==> config.mk <==
export PLATFORM = sky130hd
export DESIGN_NAME = c432_irq_requester
export DESIGN_NICKNAME = d
export VERILOG_FILES = /design/src/rtl/c432_irq_pkg.sv /design/src/rtl/c432_pend_bank.sv /design/src/rtl/c432_irq_requester.sv
export SDC_FILE = /design/constraint.sdc
export NUM_CORES = 1
export LEC_CHECK = 0
export CELL_PAD_IN_SITES_DETAIL_PLACEMENT = 1
export CELL_PAD_IN_SITES_GLOBAL_PLACEMENT = 2
export CORE_ASPECT_RATIO = 1.4
export CORE_MARGIN = 3
export CORE_UTILIZATION = 37
export CTS_CLUSTER_DIAMETER = 80
export DETAILED_ROUTE_END_ITERATION = 7
export DONT_BUFFER_PORTS = 1
export PLACE_DENSITY = 0.79
export SLEW_MARGIN = 30
export SYNTH_ARGS = -nofsm -noshare
export SYNTH_HDL_FRONTEND = slang
export SYNTH_SLANG_ARGS = --single-unit
==> constraint.sdc <==
create_clock -name clk -period 6.5 [get_ports clk]
set_input_delay 0.325 -clock clk [delete_from_list [all_inputs] [get_ports clk]]
set_output_delay 0.325 -clock clk [all_outputs]
set_load 0.02 [all_outputs]
==> src/rtl/c432_irq_pkg.sv <==
// Shared types and constants for the c432 interrupt request front end.
package c432_irq_pkg;

  localparam int unsigned NCH_DEFAULT = 9;
  localparam int unsigned NBUS        = 3;

  typedef logic [3:0] chan_t;
  typedef logic [1:0] bus_t;

  localparam bus_t BUS_A = 2'd0;
  localparam bus_t BUS_B = 2'd1;
  localparam bus_t BUS_C = 2'd2;

  typedef enum logic [2:0] {
    ST_IDLE,
    ST_PRESENT,
    ST_CAPTURE,
    ST_OFFER,
    ST_CLEAR
  } state_e;

endpackage

==> src/rtl/c432_pend_bank.sv <==
// Edge detection and pending-bit storage for the three interrupt buses.
// A clear and a new edge on the same bit in one cycle leaves the bit set.
module c432_pend_bank
  import c432_irq_pkg::*;
#(
  parameter int unsigned NCH = NCH_DEFAULT
) (
  input  logic                      clk,
  input  logic                      rst_n,
  input  logic [NCH-1:0]            i_irq_a,
  input  logic [NCH-1:0]            i_irq_b,
  input  logic [NCH-1:0]            i_irq_c,
  input  logic                      i_clr,
  input  bus_t                      i_clr_bus,
  input  chan_t                     i_clr_chan,
  output logic [NBUS-1:0][NCH-1:0]  o_pend,
  output logic [NBUS-1:0][NCH-1:0]  o_drop_c
);

  logic [NBUS-1:0][NCH-1:0] r_irq;
  logic [NBUS-1:0][NCH-1:0] r_pend;
  logic [NBUS-1:0][NCH-1:0] w_irq;
  logic [NBUS-1:0][NCH-1:0] w_edge;
  logic [NBUS-1:0][NCH-1:0] w_clr;

  assign w_irq  = {i_irq_c, i_irq_b, i_irq_a};
  assign w_edge = w_irq & ~r_irq;

  // One-hot clear mask for the serviced bit
  always_comb begin
    w_clr = '0;
    for (int b = 0; b < int'(NBUS); b++) begin
      for (int c = 0; c < int'(NCH); c++) begin
        if (i_clr && (i_clr_bus == 2'(b)) && (i_clr_chan == 4'(c))) begin
          w_clr[b][c] = 1'b1;
        end
      end
    end
  end

  always_ff @(posedge clk or negedge rst_n) begin
    if (!rst_n) begin
      r_irq  <= '0;
      r_pend <= '0;
    end else begin
      r_irq  <= w_irq;
      r_pend <= (r_pend & ~w_clr) | w_edge;
    end
  end

  assign o_pend   = r_pend;
  assign o_drop_c = w_edge & r_pend & ~w_clr;

endmodule

==> src/rtl/c432_irq_requester.sv <==
// Request-side front end for the c432 priority resolver: snapshots pending
// interrupts, waits for the resolver to settle and offers the winner.
module c432_irq_requester
  import c432_irq_pkg::*;
#(
  parameter int unsigned NCH    = NCH_DEFAULT,
  parameter int unsigned SETTLE = 1,
  parameter int unsigned CNT_W  = 8
) (
  input  logic             clk,
  input  logic             rst_n,
  input  logic [NCH-1:0]   irq_a,
  input  logic [NCH-1:0]   irq_b,
  input  logic [NCH-1:0]   irq_c,
  input  logic [NCH-1:0]   chan_en,
  output logic [NCH-1:0]   req_a,
  output logic [NCH-1:0]   req_b,
  output logic [NCH-1:0]   req_c,
  input  logic             res_pa,
  input  logic             res_pb,
  input  logic             res_pc,
  input  logic [3:0]       res_chan,
  output logic             svc_valid,
  output logic [1:0]       svc_bus,
  output logic [3:0]       svc_chan,
  input  logic             svc_ready,
  output logic [CNT_W-1:0] drop_cnt,
  output logic             busy
);

  localparam int unsigned NB    = NBUS * NCH;
  localparam int unsigned DN_W  = $clog2(NB + 1);
  localparam int unsigned SUM_W = CNT_W + 1;
  localparam int unsigned SC_W  = 3;

  state_e                   r_state, w_state_nxt;
  logic [NBUS-1:0][NCH-1:0] r_req, w_req_nxt;
  logic [NBUS-1:0][NCH-1:0] w_pend, w_drop, w_avail;
  logic                     r_svc_valid, w_svc_valid_nxt;
  bus_t                     r_svc_bus, w_svc_bus_nxt;
  chan_t                    r_svc_chan, w_svc_chan_nxt;
  logic [SC_W-1:0]          r_settle, w_settle_nxt;
  logic [CNT_W-1:0]         r_drop_cnt, w_drop_cnt_nxt;
  logic                     r_busy;
  logic                     w_res_hit;
  logic [DN_W-1:0]          w_drop_num;
  logic [SUM_W-1:0]         w_drop_sum;

  c432_pend_bank #(.NCH(NCH)) u_pend_bank (
    .clk        (clk),
    .rst_n      (rst_n),
    .i_irq_a    (irq_a),
    .i_irq_b    (irq_b),
    .i_irq_c    (irq_c),
    .i_clr      (r_state == ST_CLEAR),
    .i_clr_bus  (r_svc_bus),
    .i_clr_chan (r_svc_chan),
    .o_pend     (w_pend),
    .o_drop_c   (w_drop)
  );

  assign w_avail   = w_pend & {NBUS{chan_en}};
  assign w_res_hit = (res_pa || res_pb || res_pc) && (res_chan <= 4'(NCH - 1));

  // Next-state and next-output logic
  always_comb begin
    w_state_nxt     = r_state;
    w_req_nxt       = r_req;
    w_svc_valid_nxt = r_svc_valid;
    w_svc_bus_nxt   = r_svc_bus;
    w_svc_chan_nxt  = r_svc_chan;
    w_settle_nxt    = r_settle;
    case (r_state)
      ST_IDLE: begin
        if (|w_avail) begin
          w_req_nxt    = w_avail;
          w_settle_nxt = '0;
          w_state_nxt  = ST_PRESENT;
        end else begin
          w_req_nxt = '0;
        end
      end
      ST_PRESENT: begin
        if (r_settle == SC_W'(SETTLE - 1)) begin
          w_state_nxt = ST_CAPTURE;
        end else begin
          w_settle_nxt = r_settle + SC_W'(1);
        end
      end
      ST_CAPTURE: begin
        if (w_res_hit) begin
          if (res_pa) begin
            w_svc_bus_nxt = BUS_A;
          end else if (res_pb) begin
            w_svc_bus_nxt = BUS_B;
          end else begin
            w_svc_bus_nxt = BUS_C;
          end
          w_svc_chan_nxt  = res_chan;
          w_svc_valid_nxt = 1'b1;
          w_state_nxt     = ST_OFFER;
        end else begin
          // Resolver disagrees with the image: drop it and retry from IDLE
          w_req_nxt   = '0;
          w_state_nxt = ST_IDLE;
        end
      end
      ST_OFFER: begin
        if (svc_ready) begin
          w_svc_valid_nxt = 1'b0;
          w_req_nxt       = '0;
          w_state_nxt     = ST_CLEAR;
        end
      end
      ST_CLEAR: begin
        w_state_nxt = ST_IDLE;
      end
      default: begin
        w_req_nxt       = '0;
        w_svc_valid_nxt = 1'b0;
        w_state_nxt     = ST_IDLE;
      end
    endcase
  end

  // Saturating count of edges lost this cycle
  always_comb begin
    w_drop_num = '0;
    for (int b = 0; b < int'(NBUS); b++) begin
      for (int c = 0; c < int'(NCH); c++) begin
        w_drop_num = w_drop_num + DN_W'(w_drop[b][c]);
      end
    end
    w_drop_sum     = {1'b0, r_drop_cnt} + SUM_W'(w_drop_num);
    w_drop_cnt_nxt = w_drop_sum[CNT_W] ? '1 : w_drop_sum[CNT_W-1:0];
  end

  always_ff @(posedge clk or negedge rst_n) begin
    if (!rst_n) begin
      r_state     <= ST_IDLE;
      r_req       <= '0;
      r_svc_valid <= 1'b0;
      r_svc_bus   <= BUS_A;
      r_svc_chan  <= '0;
      r_settle    <= '0;
      r_drop_cnt  <= '0;
      r_busy      <= 1'b0;
    end else begin
      r_state     <= w_state_nxt;
      r_req       <= w_req_nxt;
      r_svc_valid <= w_svc_valid_nxt;
      r_svc_bus   <= w_svc_bus_nxt;
      r_svc_chan  <= w_svc_chan_nxt;
      r_settle    <= w_settle_nxt;
      r_drop_cnt  <= w_drop_cnt_nxt;
      r_busy      <= (w_state_nxt != ST_IDLE);
    end
  end

  assign req_a     = r_req[BUS_A];
  assign req_b     = r_req[BUS_B];
  assign req_c     = r_req[BUS_C];
  assign svc_valid = r_svc_valid;
  assign svc_bus   = r_svc_bus;
  assign svc_chan  = r_svc_chan;
  assign drop_cnt  = r_drop_cnt;
  assign busy      = r_busy;

endmodule

==> impl_metrics.ini, run 1 <==
[outcome]
outcome = complete, no violations

[drt]
viasPerCell = 5.49
ant_nets = 0
post_drt_wl_per_cell_microns = 21.2
vias = 3472
first_iter_violations = 149
wl_mm = 13.4
drcViolationCount = 0
firstDrtPassIters = 4

[floorplanning]
ios = 89
start_util_pct = 38.5
core_sq_um = 12600
row_count = 48
die_w_microns = 103
die_y_microns = 141
die_area_sq_um = 14500

[run]
max_cap_violations = 0

[worst_setup_path]
crit_path_end_kind = flip-flop
path_class = flip-flop to flip-flop
crit_arrival_ns = 6.48
worstPathRequired_ns = 6.72
cp-start-kind = flip-flop
crit_fanout = 6
rr_worst_depth = 20

[layout]
nets = 563
final_cell_mix = 103 x dfrtp_1, 47 x o21ai_0, 40 x inv_1
syn_to_final_growth_pct = 20.1
antenna_cells = 0
final_common_cell = dfrtp_1
drive_gt1_share_pct = 13.3
stdcell_area_sq_um = 5810
multi_input_area_sq_um = 2140
fillers = 1349
final_cells = 632
seq_area_sq_um = 2580

[global_routing]
track_usage_pct = 20.0
grt_pass1_wl_mm = 21.9
gr-total-overflow = 0
antenna_found_initial = 0
grt_pass1_vias = 3978
grt_max_degree = 104

[logic_synthesis]
synth_top_area_share_pct = 53.3
synthCells = 427
yosys.cell_types.count = 40
yosys_warnings = 0
mappedNetlistArea_sq_um = 4840
ys_ff_latch = 103
ys.flop_type = dfrtp_1
synth-edff-count = 0
synth_top_area_cell = dfrtp_1
syn_nets = 513
async_flop_share_pct = 100
syn_avg_cell_area_sq_um = 11.3
synth.yosys.seq_area_share_pct = 53.3
ys_top_cells_by_area = dfrtp_1 53%, fa_1 8.7%, o21ai_0 5.6%, ha_1 4.9%, a32o_1 3.9%

[placed_design]
gp_congestion = 0.845
dp.cells = 585
placed_area_sq_um = 5120
hpwlAfterDp_mm = 10.2
io_buffer_count = 0

[power]
ir_drop_mv = 0.590
seqPwrFrac_pct = 32.1
netSwitchingFraction_pct = 43.9
power.share.clock_pct = 17.4
internal_power_mw = 1.82
pwr_density_cell_nw_per_um2 = 557
combPwrFrac_pct = 50.5
p_leak_nw = 2.52
power_switching_mw = 1.42

[hold_path]
hp-class = input pin to flip-flop
hold_path_depth = 2

[timing]
fin_crit_sh_pct = 96.3
tns_ns = 0
finalSetupViolCount = 0
slew_headroom_pct = 41.0
whs_ns = 0.115
worst_slew_pin_slew_ns = 0.879
fin_crit_ns = 6.26
max_freq_ghz = 0.160
hold_viol = 0
drv_slew = 0
clock_skew_ns = 0.00810

[clock_network]
clkTransAtPathRegs_ns = 0.07
cts_tree = yes
root_buffer = clkbuf_16
clock-sinks = 103
htreeDepth = 3
insertion_delay_ns = 0.35
cts_made_buffers = 9
clockBufferDepth = 2
## routing by layer
layer  global-route usage (%)  up-vias  share of wire [%]
met5                        0        -                  0
met4                     5.39        0                1.7
met3                     5.61       13                5.1
met2                     34.5       80                 54
met1                     24.1     1777                 39
li1                         -     1602                  -
## worst paths after layout
path	start	endpoint	slack, ns
hold / removal	irq_b[1]	u_pend_bank.o_pend[10]$_DFF_PN0_	0.12
min in group asynchronous	rst_n	svc_bus[1]$_DFFE_PN0P_	0.55
setup reg to reg	r_state[1]$_DFF_PN0_	drop_cnt[3]$_DFF_PN0_	0.24
hold reg to reg	u_pend_bank.r_irq[23]$_DFF_PN0_	u_pend_bank.o_pend[23]$_DFF_PN0_	0.44
setup / recovery	r_state[1]$_DFF_PN0_	drop_cnt[3]$_DFF_PN0_	0.24
max in group asynchronous	rst_n	drop_cnt[0]$_DFF_PN0_	5.52
## Yosys cell counts, drive strengths merged (4+ instances only)
| master | n |
|---|---|
| o21ai | 65 |
| clkbuf | 4 |
| buf | 4 |
| o2bb2ai | 8 |
| dfrtp | 103 |
| fa | 21 |
| nand2b | 12 |
| nor3 | 4 |
| nor2 | 23 |
| a211oi | 7 |
| or3 | 22 |
| a32o | 19 |
| mux2 | 4 |
| nand2 | 33 |
| nand4 | 4 |
| inv | 42 |
| nor2b | 4 |
| ha | 19 |
| a21oi | 5 |
## final cells by class
| type | instances | area share [%] |
|---|---|---|
| Timing Repair Buffer | 47 | 7.62 |
| Sequential cell | 103 | 44.4 |
| Clock inverter | 7 | 1.40 |
| Multi-Input combinational cell | 274 | 36.8 |
| Tap cell | 150 | 3.23 |
| Inverter | 42 | 2.71 |
| Clock buffer | 9 | 3.88 |
## power by group through the flow
stage                     registers (mW)  clock network [mW]  logic [mW]
after floorplan                     1.04                   0        1.08
after global placement              1.05                   0        1.45
after global routing                1.06               0.609        1.86
after CTS                           1.04               0.574        1.58
final                               1.04               0.562        1.63
after detailed placement            1.05                   0        1.50
## critical path, cell delays in order, from the launching register on
cell,delay (ns)
dfrtp_1,0.38
or3b_4,0.41
or3_4,0.46
o21ai_2,0.15
nor2_1,0.08
fa_1,0.53
inv_1,0.06
fa_1,0.46
fa_1,0.58
fa_1,0.45
fa_1,0.55
inv_1,0.06
fa_1,0.48
ha_2,0.23
fa_2,0.37
a211oi_2,0.25
o21a_1,0.19
nor2_1,0.06
o21ai_1,0.14
buf_4,0.15
o21ai_0,0.10
## sequential cells by signal (all words and copies together), names as in the netlist
register / cells
busy: 1
drop_cnt: 8
r_settle: 3
r_state: 3
req_a: 9
req_b: 9
req_c: 9
svc_bus: 2
svc_chan: 4
svc_valid: 1
u_pend_bank.o_pend: 27
u_pend_bank.r_irq: 27
## cell families (layout without fill, tap and decap cells)
| logic type | after synthesis | in the layout | share of synthesized area [%] |
|---|---|---|---|
| xor gates and xnor gates | 4 | 4 | 0.724 |
| buffers and inverters | 50 | 105 | 3.98 |
| DFF | 103 | 103 | 53.3 |
| and+or+nand+nor | 111 | 111 | 11.5 |
| adders and majority gates | 40 | 40 | 13.6 |
| muxes | 5 | 5 | 1.14 |
| AOI/OAI and AO/OA | 114 | 114 | 15.8 |
## metrics by stage
| stage | util, % | setup slack (ns) | power [mW] |
|---|---|---|---|
| 2_1_floorplan | - | 0.0973 | 2.12 |
| 3_3_place_gp | 40.8 | 0.0881 | 2.50 |
| 4_1_cts | 45.7 | 0.000665 | 3.19 |
| 3_5_place_dp | 40.8 | -0.0419 | 2.55 |
| 6_report | 46.3 | 0.239 | 3.24 |
| 5_1_grt | 46.3 | -0.0892 | 3.53 |
## what timing repair did
| action | CTS | global route |
|---|---|---|
| hold endpoints to repair | 130 | 0 |
| hold buffers | 29 | 0 |
| endpoints found under the setup margin | 6 | 8 |
| gates resized for setup | 2 | 22 |
| buffers inserted | 0 | 2 |
| pin swaps | 0 | 7 |
Note: power is estimated with default switching activity, not from simulation.
==> run 2: changes to the inputs <==
CORE_UTILIZATION = 38   (was 37)
PLACE_DENSITY = 0.8   (was 0.79)
SYNTH_HIERARCHICAL = 1   (was not set)
==> run 2 against run 1 <==
  * Worst setup slack better by 0.056 ns
  * Area after synthesis grew 6.4%
  * Clock power down 6.9%
==> impl_metrics.ini, run 2 <==
[global_routing]
grt_pass1_wl_mm = 22.2
gr-total-overflow = 0
grt_pass1_vias = 4019
grt_max_degree = 104
grtUsageMet1_pct = 21.7
antenna_found_initial = 0
track_usage_pct = 19.2
met2_usage_pct = 35.9
grt_use_met3_pct = 4.31
top_usage_layer = met2

[drt]
vias = 3598
firstDrtPassIters = 4
first_iter_violations = 155
drcViolationCount = 0
wl_mm = 13.8
ant_nets = 0
post_drt_wl_per_cell_microns = 21.1
viasPerCell = 5.49

[outcome]
outcome = complete, no violations

[placed_design]
hpwlAfterDp_mm = 10.2
gp_congestion = 0.835
dpl_worst_slack_ns = -0.171
io_buffer_count = 0
placed_area_sq_um = 5390
dp.cells = 609

[timing]
drv_slew = 0
layout_setup_ws_ns = 0.295
fin_crit_sh_pct = 95.5
clock_skew_ns = 0.00573
tns_ns = 0
max_freq_ghz = 0.161
slew_headroom_pct = 37.2
hold_viol = 0
finalSetupViolCount = 0
rsz0062_at_grt = no
fin_crit_ns = 6.20
worst_slew_pin_slew_ns = 0.942

[logic_synthesis]
syn_avg_cell_area_sq_um = 11.9
synth_top_family_by_area = compound AO/OA/AOI/OAI gates
synth.area.mux_share_pct = 1.26
yosys_warnings = 6
ys_top_cells_by_area = dfrtp_1 50%, fa_1 8.2%, a32o_1 4.9%, a21o_1 4.7%, ha_1 4.6%
synthAdderAreaFrac_pct = 12.8
synthXorXnorAreaFrac_pct = 0.680
synth-simple-area-share_pct = 14.6
ys.flop_type = dfrtp_1
mappedNetlistArea_sq_um = 5150
synth_top_area_share_pct = 50.1
synth-edff-count = 0
synthTopCellsByCount = 103 x dfrtp_1, 41 x inv_1, 34 x nand2_1, 32 x a21o_1, 28 x and3_1
synth.yosys.seq_area_share_pct = 50.1
synthCells = 434
ys_ff_latch = 103
syn_nets = 520
async_flop_share_pct = 100
synth_top_area_cell = dfrtp_1
yosys.cell_types.count = 51
synth_most_common_cell = dfrtp_1
synth_compound_area_share_pct = 16.7

[floorplanning]
die_area_sq_um = 15000
row_count = 49
die_y_microns = 144
ios = 89
start_util_pct = 39.4
die_w_microns = 104
core_sq_um = 13100

[clock_network]
insertion_delay_ns = 0.35
root_buffer = clkbuf_16
clockBufferDepth = 2
htreeDepth = 3
cts_made_buffers = 9
clock-sinks = 103
cts_tree = yes
clkTransAtPathRegs_ns = 0.07

[layout]
syn_to_final_growth_pct = 17.4
final_cell_mix = 99 x dfrtp_1, 41 x inv_1, 34 x nand2_1
antenna_cells = 0
fillers = 1387
stdcell_area_sq_um = 6040
nets = 559
final_common_cell = dfrtp_1
final_util_pct = 46.3
drive_gt1_share_pct = 9.01
final_cells = 655

[worst_setup_path]
crit_chain = nor3b_2, nor3b_4, buf_12, nand2_1, and3_1, fa_1, inv_1, fa_1, fa_1, fa_1, fa_1, fa_1, inv_1, ha_1, fa_1, a211oi_2, o21ai_2, a21oi_2, o22ai_1
worstPathRequired_ns = 6.72
path_common_cell = fa_1
crit_fanout = 7
crit_path_end_kind = flip-flop
path_class = flip-flop to flip-flop
slowest_stage = fa_1
cp_slowest_stage_delay_ns = 0.57
cp-start-kind = flip-flop
crit_arrival_ns = 6.42

[power]
p_leak_nw = 2.59
pwr_density_cell_nw_per_um2 = 548
ir_drop_mv = 0.624

[hold_path]
hp-class = input pin to flip-flop

[run]
max_cap_violations = 0
-- run 2: area by class of cell --
class / count / area [sq um] / share of cell area [%]
sequential: 103 / 2580 / 42.7
multi-input combinational: 279 / 2410 / 39.9
timing repair buffer: 39 / 395 / 6.54
clock buffer: 14 / 244 / 4.04
tap: 178 / 223 / 3.69
inverter: 41 / 154 / 2.55
clock inverter: 1 / 30.0 / 0.497
-- run 2: repair_timing --
action,in CTS,in global routing
endpoints found under the hold margin,130,0
pin swaps,0,1
resized for setup,3,8
setup buffers,2,0
endpoints found under the setup margin,8,8
hold buffers,29,0
-- run 2: critical path, delay by kind of cell, from the launching register on --
kind                     cells  cell delay, ns
adder cells (fa/ha/maj)      8            3.68
AND/OR/NAND/NOR              4            0.81
flip-flops                   1            0.41
AO/OA/AOI/OAI                4            0.88
buffers and inverters        3            0.28
-- run 2: cell families after synthesis --
group	Yosys count
and+or+nand+nor	121
AOI/OAI and AO/OA	108
DFF	103
buffers and inverters	52
adders and majority gates	40
muxes	6
xor gates and xnor gates	4
-- run 2: final timing paths --
kind | slack (ns) | startpoint | endpoint | depth (start not counted)
setup / recovery | 0.30 | r_state[1]$_DFF_PN0_ | drop_cnt[4]$_DFF_PN0_ | 19
hold / removal | 0.11 | res_chan[1] | svc_chan[1]$_DFFE_PN0P_ | 1
setup reg to reg | 0.30 | r_state[1]$_DFF_PN0_ | drop_cnt[4]$_DFF_PN0_ | 19
hold reg to reg | 0.50 | r_settle[0]$_DFFE_PN0P_ | r_settle[0]$_DFFE_PN0P_ | 1
max in group asynchronous | 5.48 | rst_n | svc_chan[0]$_DFFE_PN0P_ | 2
min in group asynchronous | 0.64 | rst_n | svc_valid$_DFFE_PN0P_ | 2
-- run 2: per-stage QoR --
stage / hold slack [ns] / total power [mW]
floorplan: 0.0294 / 2.29
global placement: 0.0332 / 2.62
detailed placement: 0.0344 / 2.70
CTS: 0.0980 / 3.30
global route: 0.0920 / 3.59
finish: 0.108 / 3.31
-- run 2: power by group --
group,leakage (nW),switching (mW),total [mW],internal [mW]
registers,1.16,0.318,1.13,0.808
clock network,0.131,0.225,0.523,0.298
logic,1.30,0.912,1.66,0.749
total,2.59,1.46,3.31,1.86
-- run 2: layer usage --
metal	vias up	routed length (microns)
met3	18	506
li1	1629	-
met2	72	7590
met4	0	264
met1	1879	5460
met5	-	0
